File: src/rtl/restore_division_pkg.sv
// Shared definitions for the restoring divider.
//   state_t        : controller state encoding (IDLE, LOAD_DVD, LOAD_DVR, ITER, DONE)
//   DEFAULT_WIDTH  : default operand/quotient/remainder width
package restore_division_pkg;

  localparam int DEFAULT_WIDTH = 5;

  typedef enum logic [2:0] {
    IDLE,
    LOAD_DVD,
    LOAD_DVR,
    ITER,
    DONE
  } state_t;

endpackage

File: src/rtl/restore_division_step.sv
// One restoring-division iteration, purely combinational.
//   a      : partial remainder, WIDTH+1 bits (always non-negative between iterations)
//   q      : dividend bits not yet consumed / quotient bits produced so far
//   m      : divisor
//   a_next : partial remainder after shift, trial subtract and optional restore
//   q_next : q shifted left with the new quotient bit in bit 0
module restore_division_step #(
  parameter int WIDTH = 5
) (
  input  logic [WIDTH:0]   a,
  input  logic [WIDTH-1:0] q,
  input  logic [WIDTH-1:0] m,
  output logic [WIDTH:0]   a_next,
  output logic [WIDTH-1:0] q_next
);

  logic [2*WIDTH+1:0] aq_shifted;
  logic [WIDTH:0]     a_shifted;
  logic [WIDTH-1:0]   q_shifted;
  logic [WIDTH:0]     trial;
  logic               unused_msb;

  // Shift the {A,Q} pair left by one. A's top bit is only ever a sign
  // indicator of a failed trial, and a restored A is always below M, so the
  // bit shifted out of the top is always zero.
  assign aq_shifted = {a, q, 1'b0};
  assign unused_msb = aq_shifted[2*WIDTH+1];
  assign a_shifted  = aq_shifted[2*WIDTH:WIDTH];
  assign q_shifted  = aq_shifted[WIDTH-1:0];

  assign trial = a_shifted - {1'b0, m};

  always_comb begin
    if (trial[WIDTH]) begin
      // Trial went negative: keep the shifted remainder, quotient bit 0.
      a_next = a_shifted;
      q_next = q_shifted;
    end else begin
      a_next = trial;
      q_next = {q_shifted[WIDTH-1:1], 1'b1};
    end
  end

endmodule

File: src/rtl/restore_division.sv
// Sequential unsigned restoring divider with serial operand load.
// Optional feature macro: DIV_ZERO_DETECT_EN (adds dbz output and a
// short-circuit path for a zero divisor).
//   clk       : rising-edge clock
//   rst_n     : asynchronous active-low reset
//   start     : level request, sampled only in IDLE
//   data_in   : dividend on the first load cycle, divisor on the second
//   e         : done strobe, high for exactly one cycle
//   quotient  : result quotient, held until the next result
//   remainder : result remainder, held until the next result
//   dbz       : (DIV_ZERO_DETECT_EN only) divide-by-zero flag, high with e
module restore_division
  import restore_division_pkg::*;
#(
  parameter int WIDTH = DEFAULT_WIDTH
) (
  input  logic             clk,
  input  logic             rst_n,
  input  logic             start,
  input  logic [WIDTH-1:0] data_in,
  output logic             e,
  output logic [WIDTH-1:0] quotient,
  output logic [WIDTH-1:0] remainder
`ifdef DIV_ZERO_DETECT_EN
  ,
  output logic             dbz
`endif
);

  localparam int CW = $clog2(WIDTH + 1);

  state_t           state, state_next;
  logic [WIDTH:0]   a;
  logic [WIDTH-1:0] q;
  logic [WIDTH-1:0] m;
  logic [CW-1:0]    count;
  logic [WIDTH:0]   a_step;
  logic [WIDTH-1:0] q_step;
  logic             div_zero;

  restore_division_step #(.WIDTH(WIDTH)) u_step (
    .a      (a),
    .q      (q),
    .m      (m),
    .a_next (a_step),
    .q_next (q_step)
  );

`ifdef DIV_ZERO_DETECT_EN
  assign div_zero = (data_in == '0);
`else
  assign div_zero = 1'b0;
`endif

  // NOTE: every output of a combinational block gets a default before the
  // case statement; a path that leaves it unassigned would infer a latch.
  always_comb begin
    state_next = state;
    case (state)
      IDLE:     if (start) state_next = LOAD_DVD;
      LOAD_DVD: state_next = LOAD_DVR;
      LOAD_DVR: state_next = div_zero ? DONE : ITER;
      ITER:     if (count == CW'(1)) state_next = DONE;
      DONE:     state_next = IDLE;
      default:  state_next = IDLE;
    endcase
  end

  // NOTE: state registers use non-blocking assignments so every flop samples
  // the pre-edge values of its neighbours, independent of statement order.
  always_ff @(posedge clk or negedge rst_n) begin
    if (!rst_n) begin
      state <= IDLE;
    end else begin
      state <= state_next;
    end
  end

  // Datapath registers.
  always_ff @(posedge clk or negedge rst_n) begin
    if (!rst_n) begin
      a     <= '0;
      q     <= '0;
      m     <= '0;
      count <= '0;
    end else begin
      case (state)
        LOAD_DVD: q <= data_in;
        LOAD_DVR: begin
          m     <= data_in;
          a     <= '0;
          count <= CW'(WIDTH);
        end
        ITER: begin
          a     <= a_step;
          q     <= q_step;
          count <= count - CW'(1);
        end
        default: ;
      endcase
    end
  end

  // Result registers: loaded only on entry to DONE, held otherwise. On the
  // final iteration the result comes straight from the step logic so it is
  // valid in the same cycle as e.
  always_ff @(posedge clk or negedge rst_n) begin
    if (!rst_n) begin
      e         <= 1'b0;
      quotient  <= '0;
      remainder <= '0;
    end else begin
      e <= (state_next == DONE);
      if (state_next == DONE) begin
        if (state == LOAD_DVR) begin
          // Zero-divisor short cut: same result the full iteration would give.
          quotient  <= '1;
          remainder <= q;
        end else begin
          quotient  <= q_step;
          remainder <= a_step[WIDTH-1:0];
        end
      end
    end
  end

`ifdef DIV_ZERO_DETECT_EN
  always_ff @(posedge clk or negedge rst_n) begin
    if (!rst_n) begin
      dbz <= 1'b0;
    end else begin
      dbz <= (state == LOAD_DVR) && (state_next == DONE);
    end
  end
`endif

endmodule

File: config.mk
export PLATFORM = sky130hd
export DESIGN_NAME = restore_division
export DESIGN_NICKNAME = d
export VERILOG_FILES = /design/src/rtl/restore_division_pkg.sv /design/src/rtl/restore_division_step.sv /design/src/rtl/restore_division.sv
export SDC_FILE = /design/constraint.sdc
export NUM_CORES = 1
export LEC_CHECK = 0
export ABC_AREA = 1
export BUFFER_PORTS_ARGS = -buffer_cell sky130_fd_sc_hd__buf_2
export CORE_AREA = 2 2 58 60
export CTS_CLUSTER_DIAMETER = 100
export CTS_CLUSTER_SIZE = 25
export DETAILED_ROUTE_END_ITERATION = 10
export DIE_AREA = 0 0 60 62
export GPL_ROUTABILITY_DRIVEN = 0
export GPL_TIMING_DRIVEN = 0
export PLACE_DENSITY = 0.85
export RECOVER_POWER = 50
export SETUP_SLACK_MARGIN = 0.1
export SYNTH_ARGS = -nofsm -noshare
export SYNTH_HDL_FRONTEND = slang
export SYNTH_HIERARCHICAL = 1
export SYNTH_SLANG_ARGS = --single-unit
File: constraint.sdc
create_clock -name clk -period 5.5 [get_ports clk]
set_input_delay 1.1 -clock clk [delete_from_list [all_inputs] [get_ports clk]]
set_output_delay 1.1 -clock clk [all_outputs]
set_load 0.03 [all_outputs]
# == After elaboration in Yosys (flattened, before gate mapping) ==
# Cells that the tools add are included.
# totals
reg_bits,32
in_bits,8
word_cells,28
# op_classes
n_reduce_logical,3
n_eq_ne,5
add_sub_neg,2
muxes,10
# ops
op,n
$pmux W5 S2,2
$mux W5,3
$pmux W3 S4,1
$eq A3 B1 Y1 const B,2
$eq A3 B2 Y1 const B,2
$mux W3,2
$pmux W3 S2,1
$sub A6 B5 Y6,1
$reduce_bool A2 Y1,2
$eq A3 B3 Y1 const B,1
$logic_not A3 Y1,1
$sub A3 B1 Y3 const B,1
$mux W1,1

# == Longest topological paths before layout ==
# Gate-level depths: netlist of run 1.
# depth
ltp_word,4
mapped_depth,14

# == Hierarchy ==
# The synthesis of run 1 kept the hierarchy.
# by_module_without_submodules
mod,area_each_um2,n_inst,cells_per_inst
restore_division,1438.9,1,165
restore_division_step,325.3,1,58

# == Worst setup path before layout of run 1 ==
# No wires, ideal clock.
# synth_path
kind,reg2reg
startpoint,reg a[1]
endpoint,reg remainder[0]
path_buffers,0
path_stages_with_launch,11
t_arrival_ps,1885
required_time_ps,5435
path_slack_ps,3550
path_cell_list,dfrtp_1 -> ha_1 -> a21oi_1 -> o211ai_1 -> ha_1 -> inv_1 -> o21ai_0 -> nand2_1 -> nand2_1 -> nand2_1 -> nand2_1
# synth_between
elab_chain_cells,3
# synth_lines
item,line,text
"start, declared",restore_division.sv:33,logic [WIDTH:0] a;
"start signal, assigned",restore_division.sv:95,a <= a_step;
$sub A6 B5 Y6,restore_division_step.sv:31,"assign trial = a_shifted - {1'b0, m};"
$mux W5,restore_division_step.sv:34,if (trial[WIDTH]) begin
named net a_step[0],restore_division.sv:37,logic [WIDTH:0] a_step;
$mux W5,restore_division.sv:115,if (state == LOAD_DVR) begin
"end signal, assigned",restore_division.sv:118,remainder <= q;
"end signal, assigned",restore_division.sv:121,remainder <= a_step[WIDTH-1:0];
"end, declared",restore_division.sv:23,output logic [WIDTH-1:0] remainder
# The timed path passes the listed nets, and every way through them passes these cells.
# A chain may end at the register's enable or synchronous reset.

# == Final worst setup path of run 1 ==
# Same ends and word-level chain as after synthesis.

==> out/qor.tcl, run 1 <==
set qor(internal_power_uw) 673
set qor(post_layout_util_pct) 60.1
set qor(area_growth_pct) 10.6
set qor(syn-cell-area_mm2) 0.00173
set qor(cts-buffers-inserted) 5
set qor(vias) 1429
set qor(fin_setup_tns_ps) 0
set qor(holdBufCountCts) 0
set qor(post_route_cells_drive_above_1_share_pct) 15.5
set qor(sequential_cell_area_um2) 801
set qor(critPathLaunchType) {register}
set qor(overflow) 0
set qor(placement.io_buffers) 18
set qor(violations) {max-capacitance violations, max-slew violations}
set qor(cts.path.max_buffers) 2
set qor(io_pins) 19
set qor(ctsRootBufferMaster) {sky130_fd_sc_hd__clkbuf_4}
set qor(min_period_over_period_pct) 41.5
set qor(synth_fp_nets) 236
set qor(worst_setup_hold_path_clk_slew_ps) 90
set qor(timing.max_slew.rel_slack_pct) -9.02
set qor(layout.filler_cells) 288
set qor(route.final.wire_length_um) 3310
set qor(antenna-diode-count) 0
set qor(initial_drt_pass_iterations) 4
set qor(grt_start_max_net_pins) 33
set qor(fin_clk_skew_ps) 9.51
set qor(nNetsFinal) 261
set qor(multi_input_comb_area_um2) 754
set qor(die_height_um) 62
set qor(cts_tree) {yes}
set qor(arr_time_crit_path_ps) 2560
set qor(floorplan.die.width_um) 60
set qor(synthesis.instances) 219
set qor(cts_setup_buffers) 0
set qor(number_of_global_route_vias_before_repair) 1372
set qor(share_clk_of_total_power_pct) 10.8
set qor(critical_path_peak_fanout) 7
set qor(cts_htree_levels) 2
set qor(worst_hold_path_type) {reg -> reg}
set qor(wl_per_cell_um) 11.4
set qor(post-route-drc-count) 0
set qor(max_cap_violations) 1
set qor(psw_uw) 649
set qor(finalCriticalPeriod_ps) 2280
set qor(power_switching_share_pct) 49.1
set qor(max_slew.worst_pin.slew_ps) 1640
set qor(floorplan.initialDensity_pct) 54.3
set qor(hpwl_um) 2500
set qor(placementRows) 21
set qor(power_frac_seq_pct) 30.4
set qor(clock-sinks) 32
set qor(die-area_mm2) 0.00372
set qor(drv_slew) 33
set qor(max-vdd-ir-drop_mv) 0.301
set qor(cts-resized-gates) 0
set qor(drt_iter0_markers) 40
set qor(ys_warn_count) 6
set qor(timing.critical_path.to_type) {register}
set qor(p_leak_nw) 1.07
set qor(antenna_violating_nets_post_route) 0
set qor(worst_ep_required_time_ps) 5780
set qor(postSynthAreaPerCell_um2) 7.89
set qor(max_freq_mhz) 439
set qor(status) {finished with violations}
set qor(cellPowerDensity_mw_per_mm2) 692
set qor(first_pass_grt_wire_length_um) 5900
set qor(rsz_0062_raised_after_global_routing) {false}
set qor(globalRouteTotalUtil_pct) 22.1
set qor(setup_violations) 0
set qor(clock_latency_ps) 340
set qor(avgViaCountPerCell) 4.91
set qor(core_mm2) 0.00318
set qor(finalHoldViolCount) 0
set qor(portion_of_total_power_attributed_to_combinational_logic_pct) 58.8
set qor(worstSetupPathType) {reg -> reg}
set qor(antenna_violations_before_repair) 0
[final cells by class]
cell class,count,area share [%]
Clock buffer,7,2.88
Multi-Input combinational cell,157,39.5
Sequential cell,32,41.9
Clock inverter,1,0.393
Inverter,21,4.12
Buffer,9,3.60
Tap cell,46,3.01
Timing Repair Buffer,18,4.65
[power groups by stage]
stage	registers, mW	clock network [mW]	logic, mW
2_1_floorplan	0.466	0	0.554
3_3_place_gp	0.405	0	0.780
3_5_place_dp	0.409	0	0.797
4_1_cts	0.405	0.147	0.804
5_1_grt	0.416	0.156	0.906
6_report	0.402	0.143	0.778
[through the flow]
| stage | hold WS [ps] | power (mW) | setup slack, ps | std cells | cell area (µm²) |
|---|---|---|---|---|---|
| 6_report | 479 | 1.32 | 3220 | 291 | 1910 |
| 5_1_grt | 521 | 1.48 | 3010 | 291 | 1910 |
| 4_1_cts | 484 | 1.36 | 3240 | 291 | 1940 |
| 3_5_place_dp | 460 | 1.21 | 3270 | 283 | 1880 |
| 3_3_place_gp | 456 | 1.18 | 3280 | 283 | 1880 |
| 2_1_floorplan | 442 | 1.02 | 3550 | 219 | 1730 |
[worst paths after layout]
| path | from | endpoint | slack (ps) | depth (start not counted) |
|---|---|---|---|---|
| max reg2reg | a[1] | remainder[0] | 3220 | 10 |
| min reg2reg | m[2] | m[2] | 480 | 2 |
| max | a[1] | remainder[0] | 3220 | 10 |
| min in group asynchronous | rst_n | e | 1160 | 1 |
| min | m[2] | m[2] | 480 | 2 |
| max in group asynchronous | rst_n | a[0] | 3390 | 1 |
[metal layers]
layer	vias to the layer above	GRT usage, %	share of wire (%)
met2	27	35.1	49
met5	-	0	0
li1	738	-	-
met3	5	7.66	4.7
met4	0	9.21	1.8
met1	659	27.8	44
[registers in the layout (all words and copies together), names as in the netlist]
| signal | flops |
|---|---|
| a | 5 |
| count | 3 |
| e | 1 |
| m | 5 |
| q | 5 |
| quotient | 5 |
| remainder | 5 |
| state | 3 |
[worst max-delay path, stage by stage (launching register included)]
cell and delay (ps):
sky130_fd_sc_hd__dfrtp_1 400, sky130_fd_sc_hd__ha_1 380, sky130_fd_sc_hd__a21oi_1 220, sky130_fd_sc_hd__o211ai_1 110, sky130_fd_sc_hd__ha_1 440, sky130_fd_sc_hd__inv_1 160, sky130_fd_sc_hd__o21ai_0 240, sky130_fd_sc_hd__nand2_1 90
sky130_fd_sc_hd__nand2_1 80, sky130_fd_sc_hd__nand2_1 50, sky130_fd_sc_hd__nand2_1 60
[layout by cell type, fill, tap and decap left out]
| cell | count |
|---|---|
| sky130_fd_sc_hd__clkbuf_4 | 5 |
| sky130_fd_sc_hd__nand2_1 | 92 |
| sky130_fd_sc_hd__inv_1 | 19 |
| sky130_fd_sc_hd__clkinvlp_4 | 1 |
| sky130_fd_sc_hd__nor2_1 | 8 |
| sky130_fd_sc_hd__o22ai_1 | 1 |
| sky130_fd_sc_hd__inv_2 | 2 |
| sky130_fd_sc_hd__clkbuf_8 | 1 |
| sky130_fd_sc_hd__xnor2_1 | 1 |
| sky130_fd_sc_hd__nand4_1 | 1 |
| sky130_fd_sc_hd__buf_2 | 18 |
| sky130_fd_sc_hd__buf_4 | 5 |
| sky130_fd_sc_hd__nand3_1 | 22 |
| sky130_fd_sc_hd__ha_1 | 8 |
| sky130_fd_sc_hd__nand2_2 | 3 |
| sky130_fd_sc_hd__dfrtp_1 | 32 |
| sky130_fd_sc_hd__nand2_4 | 1 |
| sky130_fd_sc_hd__o21ai_1 | 4 |
| sky130_fd_sc_hd__buf_6 | 2 |
| sky130_fd_sc_hd__a21oi_1 | 8 |
| sky130_fd_sc_hd__clkbuf_1 | 3 |
| sky130_fd_sc_hd__o211ai_1 | 1 |
| sky130_fd_sc_hd__fa_1 | 1 |
| sky130_fd_sc_hd__o21ai_0 | 6 |
No activity file was read; power rests on OpenSTA's default activity.
==> inputs of run 2 (changes only) <==
--- a/config.mk
+++ b/config.mk
@@ -5,16 +5,16 @@
 export SDC_FILE = /design/constraint.sdc
 export NUM_CORES = 1
 export LEC_CHECK = 0
-export ABC_AREA = 1
+export ABC_AREA = 0
 export BUFFER_PORTS_ARGS = -buffer_cell sky130_fd_sc_hd__buf_2
-export CORE_AREA = 2 2 58 60
+export CORE_AREA = 2 2 59 61
 export CTS_CLUSTER_DIAMETER = 100
 export CTS_CLUSTER_SIZE = 25
 export DETAILED_ROUTE_END_ITERATION = 10
-export DIE_AREA = 0 0 60 62
+export DIE_AREA = 0 0 61 63
 export GPL_ROUTABILITY_DRIVEN = 0
 export GPL_TIMING_DRIVEN = 0
-export PLACE_DENSITY = 0.85
+export PLACE_DENSITY = 0.82
 export RECOVER_POWER = 50
 export SETUP_SLACK_MARGIN = 0.1
 export SYNTH_ARGS = -nofsm -noshare
==> constraint.sdc (replaced) <==
create_clock -name clk -period 2.35 [get_ports clk]
set_input_delay 0.47 -clock clk [delete_from_list [all_inputs] [get_ports clk]]
set_output_delay 0.47 -clock clk [all_outputs]
set_load 0.03 [all_outputs]
==> run 2 against run 1 <==
Effect of this change:
- the flow finishes with violations (max-capacitance violations, max-slew violations, negative setup slack)
- utilization grew 5.9 points
- clock-buffer cell count unchanged
- critical path depth unchanged
- synthesized cell count fell by 24%
- register-to-register slack worse by 3300 ps
- final cell count down 16%
- clock skew is essentially flat
- non-clock buffer count up 8
- synthesized area shrank 0.94%
- first-iteration DRC count rose by 48%
==> out/qor.tcl, run 2 <==
set qor(ys_warn_count) 6 ;# unchanged
set qor(hp-start) {data_in[0]}
set qor(io_pins) 19 ;# unchanged
set qor(synthesis.instances) 166 ;# -24%
set qor(synth_fp_nets) 183 ;# -22%
set qor(max_freq_mhz) 420 ;# -4.2%
set qor(worst_hold_path.endpoint) {m[0]}
set qor(violations) {max-capacitance violations, max-slew violations, negative setup slack}
set qor(worst_setup_hold_path_clk_slew_ps) 110 ;# +20 ps
set qor(cts_tree) {yes}
set qor(post-route-drc-count) 0 ;# unchanged
set qor(critical_path_peak_fanout) 6 ;# -1
set qor(hpwl_um) 2570 ;# +2.9%
set qor(worstReg2RegStart) {m[1]}
set qor(avgViaCountPerCell) 5.36 ;# +9.2%
set qor(max_cap_violations) 1 ;# unchanged
set qor(worstSetupPathType) {reg -> reg}
set qor(area_growth_pct) 24.7
set qor(rsz_0062_raised_after_global_routing) {true}
set qor(final_common_cell) {sky130_fd_sc_hd__dfrtp_1}
set qor(die_height_um) 63 ;# +1.6%
set qor(cts-buffers-inserted) 5 ;# unchanged
set qor(die-area_mm2) 0.00384 ;# +3.3%
set qor(core_mm2) 0.00323 ;# +1.7%
set qor(placement.io_buffers) 18 ;# unchanged
set qor(vias) 1309 ;# -8.4%
set qor(initial_drt_pass_iterations) 4 ;# unchanged
set qor(placed_area_mm2) 0.00189 ;# +1.0%
set qor(overflow) 0 ;# unchanged
set qor(cts.path.max_buffers) 2 ;# unchanged
set qor(arr_time_crit_path_ps) 2610 ;# +50 ps
set qor(antenna-diode-count) 0 ;# unchanged
set qor(dpl.cell_count) 230 ;# -19%
set qor(timing.max_slew.rel_slack_pct) -11.6 ;# -2.6 points
set qor(globalRouteTotalUtil_pct) 23.8 ;# +1.6 points
set qor(worst_ep_required_time_ps) 2580 ;# -3200 ps
set qor(finalHoldViolCount) 0 ;# unchanged
set qor(final_design_area_no_fill_mm2) 0.00213 ;# +12%
set qor(grt_start_max_net_pins) 33 ;# unchanged
set qor(floorplan.die.width_um) 61 ;# +1.7%
set qor(final.setup.worst_slack_ps) -30.3 ;# -3250 ps
set qor(finalCriticalPeriod_ps) 2380 ;# +100 ps
set qor(post_route_cells_drive_above_1_share_pct) 36.4 ;# +21 points
set qor(worst_hold_path_type) {in -> reg}
set qor(cells_on_worst_reg2reg_path) 10 ;# unchanged
set qor(max_slew.worst_pin.slew_ps) 1670 ;# +38.8 ps
set qor(placementRows) 21 ;# unchanged
set qor(fin_clk_skew_ps) 9.39 ;# -0.120 ps
set qor(antenna_violating_nets_post_route) 0 ;# unchanged
set qor(hold_path_cell_cnt) 2 ;# unchanged
set qor(route.final.wire_length_um) 3900 ;# +18%
set qor(cts_htree_levels) 2 ;# unchanged
set qor(clock-sinks) 32 ;# unchanged
set qor(antenna_violations_before_repair) 0 ;# unchanged
set qor(nNetsFinal) 215 ;# -18%
set qor(setup.reg_to_reg.worst_slack_ps) -30 ;# -3250 ps
set qor(floorplan.initialDensity_pct) 53.0 ;# -1.4 points
set qor(postSynthAreaPerCell_um2) 10.3 ;# +31%
set qor(critPathLaunchType) {register}
set qor(holdBufCountCts) 0 ;# unchanged
set qor(min_period_over_period_pct) 101 ;# +60 points
set qor(number_of_global_route_vias_before_repair) 1329 ;# -3.1%
set qor(first_pass_grt_wire_length_um) 6570 ;# +11%
set qor(r2r_end) {remainder[4]}
set qor(most-common-layout-cells) {sky130_fd_sc_hd__dfrtp_1, sky130_fd_sc_hd__nand2_1, sky130_fd_sc_hd__o21ai_0}
set qor(setup_violations) 4 ;# +4
set qor(clock_latency_ps) 340 ;# about the same
set qor(timing.critical_path.to_type) {register}
set qor(wl_per_cell_um) 16.0 ;# +41%
set qor(status) {finished with violations}
set qor(syn-cell-area_mm2) 0.00171 ;# -0.94%
set qor(stdcell_count) 244 ;# -16%
set qor(drt_iter0_markers) 59 ;# +48%
set qor(ctsRootBufferMaster) {sky130_fd_sc_hd__clkbuf_4}
set qor(drv_slew) 33 ;# unchanged
-- run 2: layer usage --
layer	GRT usage (%)	wire, µm
met5	0	0
met4	7.88	61
met3	7.04	165
met2	37.0	1980
met1	31.3	1700
-- run 2: cell type report --
type | instances | area, µm²
fill | 260 | 1100
buffer | 10 | 71.3
sequential | 32 | 802
inverter | 12 | 45.0
multi-input combinational | 112 | 941
clock buffer | 7 | 65.1
tap | 46 | 57.6
timing repair buffer | 25 | 153
-- run 2: stage by stage --
stage / hold WS (ps) / setup TNS [ps] / util, % / setup WS [ps]
2_1_floorplan: 174 / -73.8 / - / -37.1
3_3_place_gp: 463 / -1030 / 58.6 / -230
3_5_place_dp: 472 / -2360 / 58.6 / -362
4_1_cts: 180 / -104 / 65.1 / -78.0
5_1_grt: 362 / -407 / 66.0 / -107
6_report: 370 / -69.9 / 66.0 / -30.3
-- run 2: worst max-delay path: stages, from the launching register on --
cell and delay (ps):
sky130_fd_sc_hd__dfrtp_1 420, sky130_fd_sc_hd__inv_2 100, sky130_fd_sc_hd__ha_4 200, sky130_fd_sc_hd__nor2b_4 130, sky130_fd_sc_hd__o311ai_4 240, sky130_fd_sc_hd__a21oi_2 110
sky130_fd_sc_hd__ha_4 280, sky130_fd_sc_hd__nor4bb_4 160, sky130_fd_sc_hd__a311oi_2 190, sky130_fd_sc_hd__o211ai_1 160, sky130_fd_sc_hd__mux2_4 290
-- run 2: worst max path at each step --
stage          from           end  slack (ps)  cells after the start
3_5_place_dp   a[0]  remainder[4]        -360                      9
6_report       m[1]  remainder[4]         -30                     10
2_1_floorplan  a[0]  remainder[4]         -40                      9
3_3_place_gp   a[0]  remainder[4]        -230                      9
4_1_cts        m[1]  remainder[4]         -80                     10
5_1_grt        m[1]  remainder[4]        -110                     10
-- run 2: timing repair --
| item | in CTS | in global routing |
|---|---|---|
| setup buffers | 7 | 0 |
| resized for setup | 21 | 7 |
| setup endpoints to repair | 10 | 10 |
| pin swaps | 8 | 8 |
Power of run 2 is not shown: default switching activity piles up to over one toggle a cycle in this logic, so the estimate is an artifact.
